`src/rtl/program_counter_ras.sv`:
```
// Program counter with sequential advance, jump/call/ret redirects and a
// circular return-address stack held in registers.
module program_counter_ras #(
    parameter int ADDR_W = 32,
    parameter int STEP = 4,
    parameter logic [ADDR_W-1:0] RESET_VEC = ADDR_W'(-STEP),
    parameter int RAS_DEPTH = 4
) (
    input  logic                         clk,
    input  logic                         rst,
    input  logic                         stall,
    input  logic                         jump,
    input  logic                         call,
    input  logic                         ret,
    input  logic [ADDR_W-1:0]            target,
    output logic [ADDR_W-1:0]            pc,
    output logic [ADDR_W-1:0]            pc_next,
    output logic [$clog2(RAS_DEPTH):0]   ras_count,
    output logic                         ras_empty,
    output logic                         ras_full,
    output logic                         ras_underflow,
    output logic                         ras_overflow,
    output logic                         misaligned
);

    localparam int PTR_W = $clog2(RAS_DEPTH);
    localparam int CNT_W = PTR_W + 1;
    localparam logic [ADDR_W-1:0] STEP_V = ADDR_W'(STEP);
    localparam logic [ADDR_W-1:0] ALIGN_MASK = ~(ADDR_W'(STEP - 1));
    localparam logic [CNT_W-1:0] DEPTH_V = CNT_W'(RAS_DEPTH);

    logic [ADDR_W-1:0] stack_mem [RAS_DEPTH];
    logic [PTR_W-1:0]  sp;
    logic [PTR_W-1:0]  top_idx;
    logic [ADDR_W-1:0] seq_pc;
    logic [ADDR_W-1:0] aligned_target;
    logic              target_low_set;
    logic              do_ret;
    logic              do_call;
    logic              do_jump;

    // sp is the next write slot; when full it also points at the oldest
    // entry, so a push there naturally overwrites it.
    assign top_idx        = sp - 1'b1;
    assign seq_pc         = pc + STEP_V;
    assign aligned_target = target & ALIGN_MASK;
    assign target_low_set = |(target & ~ALIGN_MASK);

    assign ras_empty = (ras_count == '0);
    assign ras_full  = (ras_count == DEPTH_V);

    assign do_ret  = !stall && ret;
    assign do_call = !stall && call && !ret;
    assign do_jump = !stall && jump && !ret && !call;

    always_comb begin
        pc_next = seq_pc;
        if (stall) begin
            pc_next = pc;
        end else if (do_ret) begin
            pc_next = ras_empty ? aligned_target : stack_mem[top_idx];
        end else if (do_call || do_jump) begin
            pc_next = aligned_target;
        end
    end

    always_ff @(posedge clk or negedge rst) begin
        if (!rst) begin
            pc            <= RESET_VEC;
            sp            <= '0;
            ras_count     <= '0;
            ras_underflow <= 1'b0;
            ras_overflow  <= 1'b0;
            misaligned    <= 1'b0;
        end else begin
            pc            <= pc_next;
            ras_underflow <= do_ret && ras_empty;
            misaligned    <= (do_call || do_jump) && target_low_set;
            if (do_call && ras_full) begin
                ras_overflow <= 1'b1;
            end
            if (do_ret && !ras_empty) begin
                sp        <= sp - 1'b1;
                ras_count <= ras_count - 1'b1;
            end else if (do_call) begin
                sp <= sp + 1'b1;
                if (!ras_full) begin
                    ras_count <= ras_count + 1'b1;
                end
            end
        end
    end

    // Stale contents are harmless: only entries below ras_count are ever read.
    always_ff @(posedge clk) begin
        if (do_call) begin
            stack_mem[sp] <= seq_pc;
        end
    end

endmodule

```
`config.mk`:
```
export PLATFORM = sky130hd
export DESIGN_NAME = program_counter_ras
export DESIGN_NICKNAME = d
export VERILOG_FILES = /design/src/rtl/program_counter_ras.sv
export SDC_FILE = /design/constraint.sdc
export NUM_CORES = 1
export LEC_CHECK = 0
export BUFFER_PORTS_ARGS = -buffer_cell sky130_fd_sc_hd__buf_4
export CAP_MARGIN = 20
export CORE_MARGIN = 2
export CORE_UTILIZATION = 58
export DETAILED_ROUTE_END_ITERATION = 8
export GPL_TIMING_DRIVEN = 0
export PLACE_DENSITY = 0.78
export REMOVE_ABC_BUFFERS = 1
export SYNTH_ARGS = -nofsm -noshare
export SYNTH_HDL_FRONTEND = slang
export SYNTH_SLANG_ARGS = --single-unit
export TNS_END_PERCENT = 50
```
`constraint.sdc`:
```
create_clock -name clk -period 3.3 [get_ports clk]
set_clock_uncertainty 0.15 [all_clocks]
set_input_delay 0 -clock clk [delete_from_list [all_inputs] [get_ports clk]]
set_output_delay 0 -clock clk [all_outputs]
set_load 0.005 [all_outputs]
```
==> impl_metrics.json, run 1 <==
{
  "critPathArrivalTime_ns": 3.50,
  "cts_tree": "built",
  "grt_pass1_wl_um": 33050,
  "placed_cell_area_sq_um": 9015,
  "die_height_um": 122.0,
  "yosysSeqAreaShare_pct": 60.46,
  "power.density_nw_per_um2": 872.7,
  "final_cell_area_sq_um": 10270,
  "fp-row-count": 43,
  "ios": 110,
  "yosysWarnings": 0,
  "slew_headroom_pct": 34.41,
  "grt_overflow": 0,
  "clkSlewWorstSetupHoldPaths_ns": 0.07,
  "first_global_vias": 5985,
  "dr.max_layer_used": "met4",
  "vias": 6200,
  "die_area_sq_um": 14880,
  "netlist.top_cell.by_area": "edfxtp_1",
  "synth_cell_types": 73,
  "viasPerCell": 6.547,
  "drc": 0,
  "worstPathRequired_ns": 3.53,
  "cts.path.max_buffers": 2,
  "routed_wirelength_um": 22840,
  "grt_usage_pct": 30.50,
  "dp.cells": 861,
  "async_flop_share_pct": 23.81,
  "met3RoutedLength_um": 2076,
  "worstHoldPathType": "in -> reg",
  "setup.worst_path.class": "reg -> reg",
  "status": "completed",
  "grt_max_degree": 44,
  "core-area_sq_um": 13720,
  "fmax_mhz": 305.8,
  "synth-edff-count": 128,
  "cp_max_fo": 24,
  "yosys-top-cells-count": "edfxtp_1, nand2_1, nor2_1",
  "post_drt_wl_per_cell_um": 24.12,
  "synthTopCellsByArea": "edfxtp_1, dfstp_2, mux4_2",
  "hold_violations": 0,
  "drt_iter0_drc": 942,
  "cts-root-buf": "clkbuf_16",
  "fin_crit_ns": 3.270,
  "r2r_start": "ras_count[2]",
  "ff2ff_setup_slack_ns": 0.03,
  "gp_congestion": 0.8278,
  "r2r.worst_path.cells": 7,
  "port_buffers": 109,
  "irDropWorstVdd_mv": 0.4857,
  "place_hpwl_um": 13540,
  "ctsHtreeMaxLevel": 4,
  "synth_top_area_share_pct": 47.60,
  "final_net_count": 798,
  "finalCritPeriodShare_pct": 99.08,
  "synthCells": 604,
  "grt_antenna_before_repair": 0,
  "tightest_slew_ns": 0.9839,
  "end_kind": "flop",
  "ys_seq_elements": 168,
  "maxCapViolCount": 0,
  "yosys_most_used_dff": "edfxtp_1",
  "syn_area_per_cell_sq_um": 13.37,
  "cts_buffers": 17,
  "stdcell_count": 947,
  "min_to": "pc[8]",
  "rsz0062_at_grt": "true",
  "leakage_nw": 3.841,
  "synthMostInstantiatedCell": "edfxtp_1",
  "cts_sinks": 168,
  "synth_area_sq_um": 8075,
  "start_util_pct": 58.86,
  "whs_path_depth": 3,
  "cp-start-kind": "flop",
  "area_delta_synth_final_pct": 27.21,
  "firstDrtPassIters": 5,
  "drive_above_1_share_pct": 33.38,
  "met2_wirelength_um": 11390,
  "wl_met1_um": 8567,
  "setup_viol": 0,
  "ant_nets": 0,
  "worstHoldStart": "stall",
  "maxSlewViolCount": 0,
  "diodes": 0,
  "rr_endpoint": "pc[5]",
  "die_x_um": 122.0,
  "clock_latency_ns": 0.43
}
## cell usage in the layout, fill, tap and decap left out, types with 4 or more instances in the layout
cell	instances
and4_1	4
and3_2	6
clkbuf_16	18
edfxtp_1	128
a2bb2oi_1	4
mux2i_1	7
a31oi_1	6
xnor2_1	18
nand3_1	13
nand4_1	9
o21ai_0	18
mux4_2	32
dfrtp_1	9
dlygate4sd3_1	51
a22o_1	4
nor2_1	38
dfstp_2	30
o21bai_1	4
a21oi_1	32
a21boi_0	6
inv_1	14
a22oi_1	5
xor2_1	11
and2_1	4
buf_4	112
nor3_1	10
nand2_1	73
## cell families (layout without fill, tap and decap cells)
family,count (synthesis),in the layout,synth area share (%)
AO/OA/AOI/OAI,118,118,10.12
XOR/XNOR,30,30,3.254
adder cells (fa/ha/maj),6,6,1.023
buffers and inverters,53,216,3.424
flip-flops,168,168,60.46
multiplexers,42,42,10.21
AND/OR/NAND/NOR,187,187,11.51
## through the flow
step / util [%] / worst slack [ns] / total power [mW] / hold slack (ns) / TNS (ns)
finish: 74.87 / 0.03023 / 8.964 / 0.02795 / 0
global route: 74.87 / -0.02123 / 9.328 / 0.03066 / -0.03027
CTS: 74.18 / 0.01199 / 8.794 / 0.003774 / 0
detailed placement: 65.71 / -0.3715 / 6.540 / -0.1157 / -1.015
global placement: 64.86 / -2.248 / 6.346 / -0.1283 / -247.39
floorplan: - / -0.7563 / 5.118 / -0.4456 / -28.46
## layout make-up
| class | count | area (sq um) |
|---|---|---|
| repair buffers | 169 | 1481 |
| flip-flops and latches | 168 | 4886 |
| well taps | 180 | 225.2 |
| fillers | 831 | 3447 |
| clock buffers | 19 | 442.9 |
| multi-input cells | 383 | 3007 |
| inverters | 15 | 61.31 |
| clock inverters | 13 | 168.9 |
## sequential cells by signal, indices dropped and copies added (netlist names)
name           cells
stack_mem        128
pc                32
ras_count          3
sp                 2
misaligned         1
ras_overflow       1
ras_underflow      1
## worst max-delay path, cell delays in order (launching register included)
cell	delay, ns
dfrtp_1	0.41
or3_2	0.78
inv_6	0.32
nor2_2	0.17
inv_1	0.25
o22ai_1	0.11
o31ai_1	0.37
dlygate4sd3_1	0.62
## per-layer routing
metal / up-vias / global-route usage, %
li1: 2606 / -
met1: 3073 / 38.99
met2: 447 / 50.31
met3: 74 / 5.103
met4: 0 / 16.09
met5: - / 0
## worst max-delay path by stage
stage / startpoint / to / depth (start not counted)
floorplan: sp[0] / pc[18] / 7
global placement: sp[0] / pc_next[24] / 8
detailed placement: ras_count[1] / ras_count[2] / 8
CTS: ret / pc[19] / 9
global route: ras_count[2] / pc[26] / 8
finish: ras_count[2] / pc[5] / 7
## power breakdown
part / switching, mW / leakage (nW) / internal (mW) / total, mW
Combinational: 1.72 / 1.95 / 1.76 / 3.49
Clock: 0.838 / 0.292 / 1.22 / 2.06
Sequential: 0.466 / 1.60 / 2.95 / 3.42
## repair_timing
action                                  in CTS  in global routing
gates cloned                                 0                  1
endpoints found under the setup margin      37                 15
hold buffers                                51                  0
hold endpoints to repair                    77                  0
resized for setup                            6                 13
pin swaps                                    1                  0
setup buffers                                2                  0
Note: power is estimated with default switching activity, not from simulation.
==> inputs of run 2 (changes only) <==
--- a/config.mk
+++ b/config.mk
@@ -8,10 +8,10 @@
 export BUFFER_PORTS_ARGS = -buffer_cell sky130_fd_sc_hd__buf_4
 export CAP_MARGIN = 20
 export CORE_MARGIN = 2
-export CORE_UTILIZATION = 58
+export CORE_UTILIZATION = 60
 export DETAILED_ROUTE_END_ITERATION = 8
 export GPL_TIMING_DRIVEN = 0
-export PLACE_DENSITY = 0.78
+export PLACE_DENSITY = 0.81
 export REMOVE_ABC_BUFFERS = 1
 export SYNTH_ARGS = -nofsm -noshare
 export SYNTH_HDL_FRONTEND = slang
==> constraint.sdc (replaced) <==
create_clock -name clk -period 4.1 [get_ports clk]
set_clock_uncertainty 0.15 [all_clocks]
set_input_delay 0 -clock clk [delete_from_list [all_inputs] [get_ports clk]]
set_output_delay 0 -clock clk [all_outputs]
set_load 0.005 [all_outputs]
==> impl_metrics.json, run 2 (synthesis gave the netlist of run 1 again) <==
{
  "top_regs": "stack_mem (128), pc (32), ras_count (3)",
  "critPathSlowestCell": "or3_1",
  "final_cell_area_sq_um": 10100,
  "setup.worst_path.end": "pc[5]",
  "die_area_sq_um": 14400,
  "worstPathRequired_ns": 4.32,
  "ff2ff_setup_slack_ns": 0.21,
  "cp-start-kind": "flop",
  "vias": 6191,
  "worstSetupPathDepth": 8,
  "post_drt_wl_per_cell_um": 23.56,
  "place_hpwl_um": 13340,
  "fin_ws_ns": 0.2074,
  "ctsHtreeMaxLevel": 4,
  "cts.path.max_buffers": 2,
  "p_comb_share_pct": 37.6,
  "largest_reg_flops": 128,
  "sequentialPowerShare_pct": 40.3,
  "fmax_mhz": 256.9,
  "status": "completed",
  "stdcell_count": 942,
  "setup_viol": 0,
  "drc": 0,
  "nFillCells": 756,
  "worstHoldPathType": "in -> reg",
  "cp_cell_sequence": "or3_1 -> buf_16 -> inv_2 -> nor2_1 -> inv_1 -> o22ai_1 -> o31ai_1 -> dlygate4sd3_1",
  "critPathArrivalTime_ns": 4.11,
  "multi_input_area_sq_um": 2937,
  "rr_endpoint": "pc[5]",
  "r2r.worst_path.cells": 8,
  "dp.cells": 856,
  "fin_crit_ns": 3.893,
  "die_x_um": 120.0,
  "first_global_vias": 6158,
  "cts_tree": "built",
  "crit_path_max_incr_delay_ns": 0.74,
  "regMostFlops": "stack_mem",
  "leakage_nw": 3.762,
  "grt_max_degree": 44,
  "total_power_mw": 6.911,
  "firstDrtPassIters": 6,
  "gp_congestion": 0.8833,
  "final_cell_mix": "edfxtp_1, buf_4, nand2_1, dlygate4sd3_1, nor2_1",
  "fp-row-count": 42,
  "swShare_pct": 34.20,
  "port_buffers": 109,
  "tightest_slew_ns": 0.9508,
  "clock_latency_ns": 0.44,
  "cp_max_fo": 24,
  "path_delay_family": "buffers and inverters",
  "drt_iter0_drc": 581,
  "power.density_nw_per_um2": 684.0,
  "start_util_pct": 61.22,
  "finalCritPeriodShare_pct": 94.94,
  "irDropWorstVdd_mv": 0.6044,
  "rsz0062_at_grt": "false",
  "final_util_pct": 76.61,
  "clkSlewWorstSetupHoldPaths_ns": 0.07,
  "routed_wirelength_um": 22190,
  "core-area_sq_um": 13190,
  "diodes": 0,
  "die_height_um": 120.0,
  "final_common_cell": "edfxtp_1",
  "post-place-ws_ns": 0.5492,
  "end_kind": "flop",
  "p_switching_mw": 2.364,
  "hold_violations": 0,
  "grt_overflow": 0,
  "regArea_sq_um": 4883,
  "drive_above_1_share_pct": 31.33,
  "clock_power_share_pct": 22.0,
  "r2r_start": "ras_count[2]",
  "area_delta_synth_final_pct": 25.13,
  "p_int_mw": 4.548,
  "setup.worst_path.class": "reg -> reg",
  "grt_usage_pct": 31.48,
  "grt_pass1_wl_um": 33330,
  "viasPerCell": 6.572,
  "crit_start": "ras_count[2]",
  "path_buf_inv": 4,
  "slew_headroom_pct": 36.61,
  "grt_antenna_before_repair": 0,
  "maxCapViolCount": 0,
  "cts_buffers": 17,
  "cts-root-buf": "clkbuf_16",
  "cts_sinks": 168,
  "ant_nets": 0,
  "final_net_count": 797,
  "placed_cell_area_sq_um": 8999,
  "maxSlewViolCount": 0,
  "ios": 110
}
run 2: cell count changes in the layout (fill, tap and decap cells not counted), sizes merged:
cell / change
buf: -3
inv: +1
dlygate4sd3: +3
clkinvlp: +1
bufinv: -2
clkbuf: -1
run 2: cell type report:
cell class,instances,share of cell area [%]
flip-flops and latches,168,48.33
multi-input cells,383,29.06
inverters,15,0.5572
clock inverters,13,1.213
well taps,176,2.179
clock buffers,19,4.284
repair buffers,168,14.38
run 2: how the worst min path moves through the flow:
| stage | start | endpoint | slack [ns] | cells after the start |
|---|---|---|---|---|
| after floorplan | rst | misaligned | -0.45 | 0 |
| after global placement | rst | ras_underflow | -0.13 | 1 |
| after detailed placement | rst | ras_underflow | -0.11 | 1 |
| after CTS | stall | pc[2] | 0.0009 | 3 |
| after global routing | jump | pc[17] | 0.04 | 5 |
| final | jump | pc[17] | 0.04 | 5 |
run 2: routing by layer:
| metal | part of all wire (%) | track usage (%) | vias up |
|---|---|---|---|
| li1 | - | - | 2606 |
| met1 | 37 | 39.43 | 3038 |
| met2 | 50 | 52.24 | 459 |
| met3 | 9.8 | 6.226 | 88 |
| met4 | 3.8 | 16.32 | 0 |
| met5 | 0 | 0 | - |
run 2: metrics by stage:
stage	hold slack [ns]	setup TNS (ns)
2_1_floorplan	-0.4456	0
3_3_place_gp	-0.1284	-83.61
3_5_place_dp	-0.1068	0
4_1_cts	0.0008985	0
5_1_grt	0.04138	0
6_report	0.03777	0
run 2: repair_timing:
| action | CTS | global route |
|---|---|---|
| setup endpoints to repair | 0 | 9 |
| gates resized for setup | 0 | 1 |
| endpoints found under the hold margin | 77 | 0 |
| setup buffers | 0 | 0 |
| hold buffers | 54 | 0 |
run 2: worst min-delay path: cells and delay by family:
family / cells / cell delay [ns]
buf+inv: 2 / 0.30
compound gates: 1 / 0.09
simple gates: 2 / 0.20
run 2: power groups by stage:
stage               registers (mW)  clock network [mW]  logic, mW
floorplan                     2.71                   0       1.41
global placement              2.83                   0       2.27
detailed placement            2.80                   0       2.41
CTS                           2.77                1.53       2.56
global route                  2.82                1.59       2.77
finish                        2.79                1.52       2.60
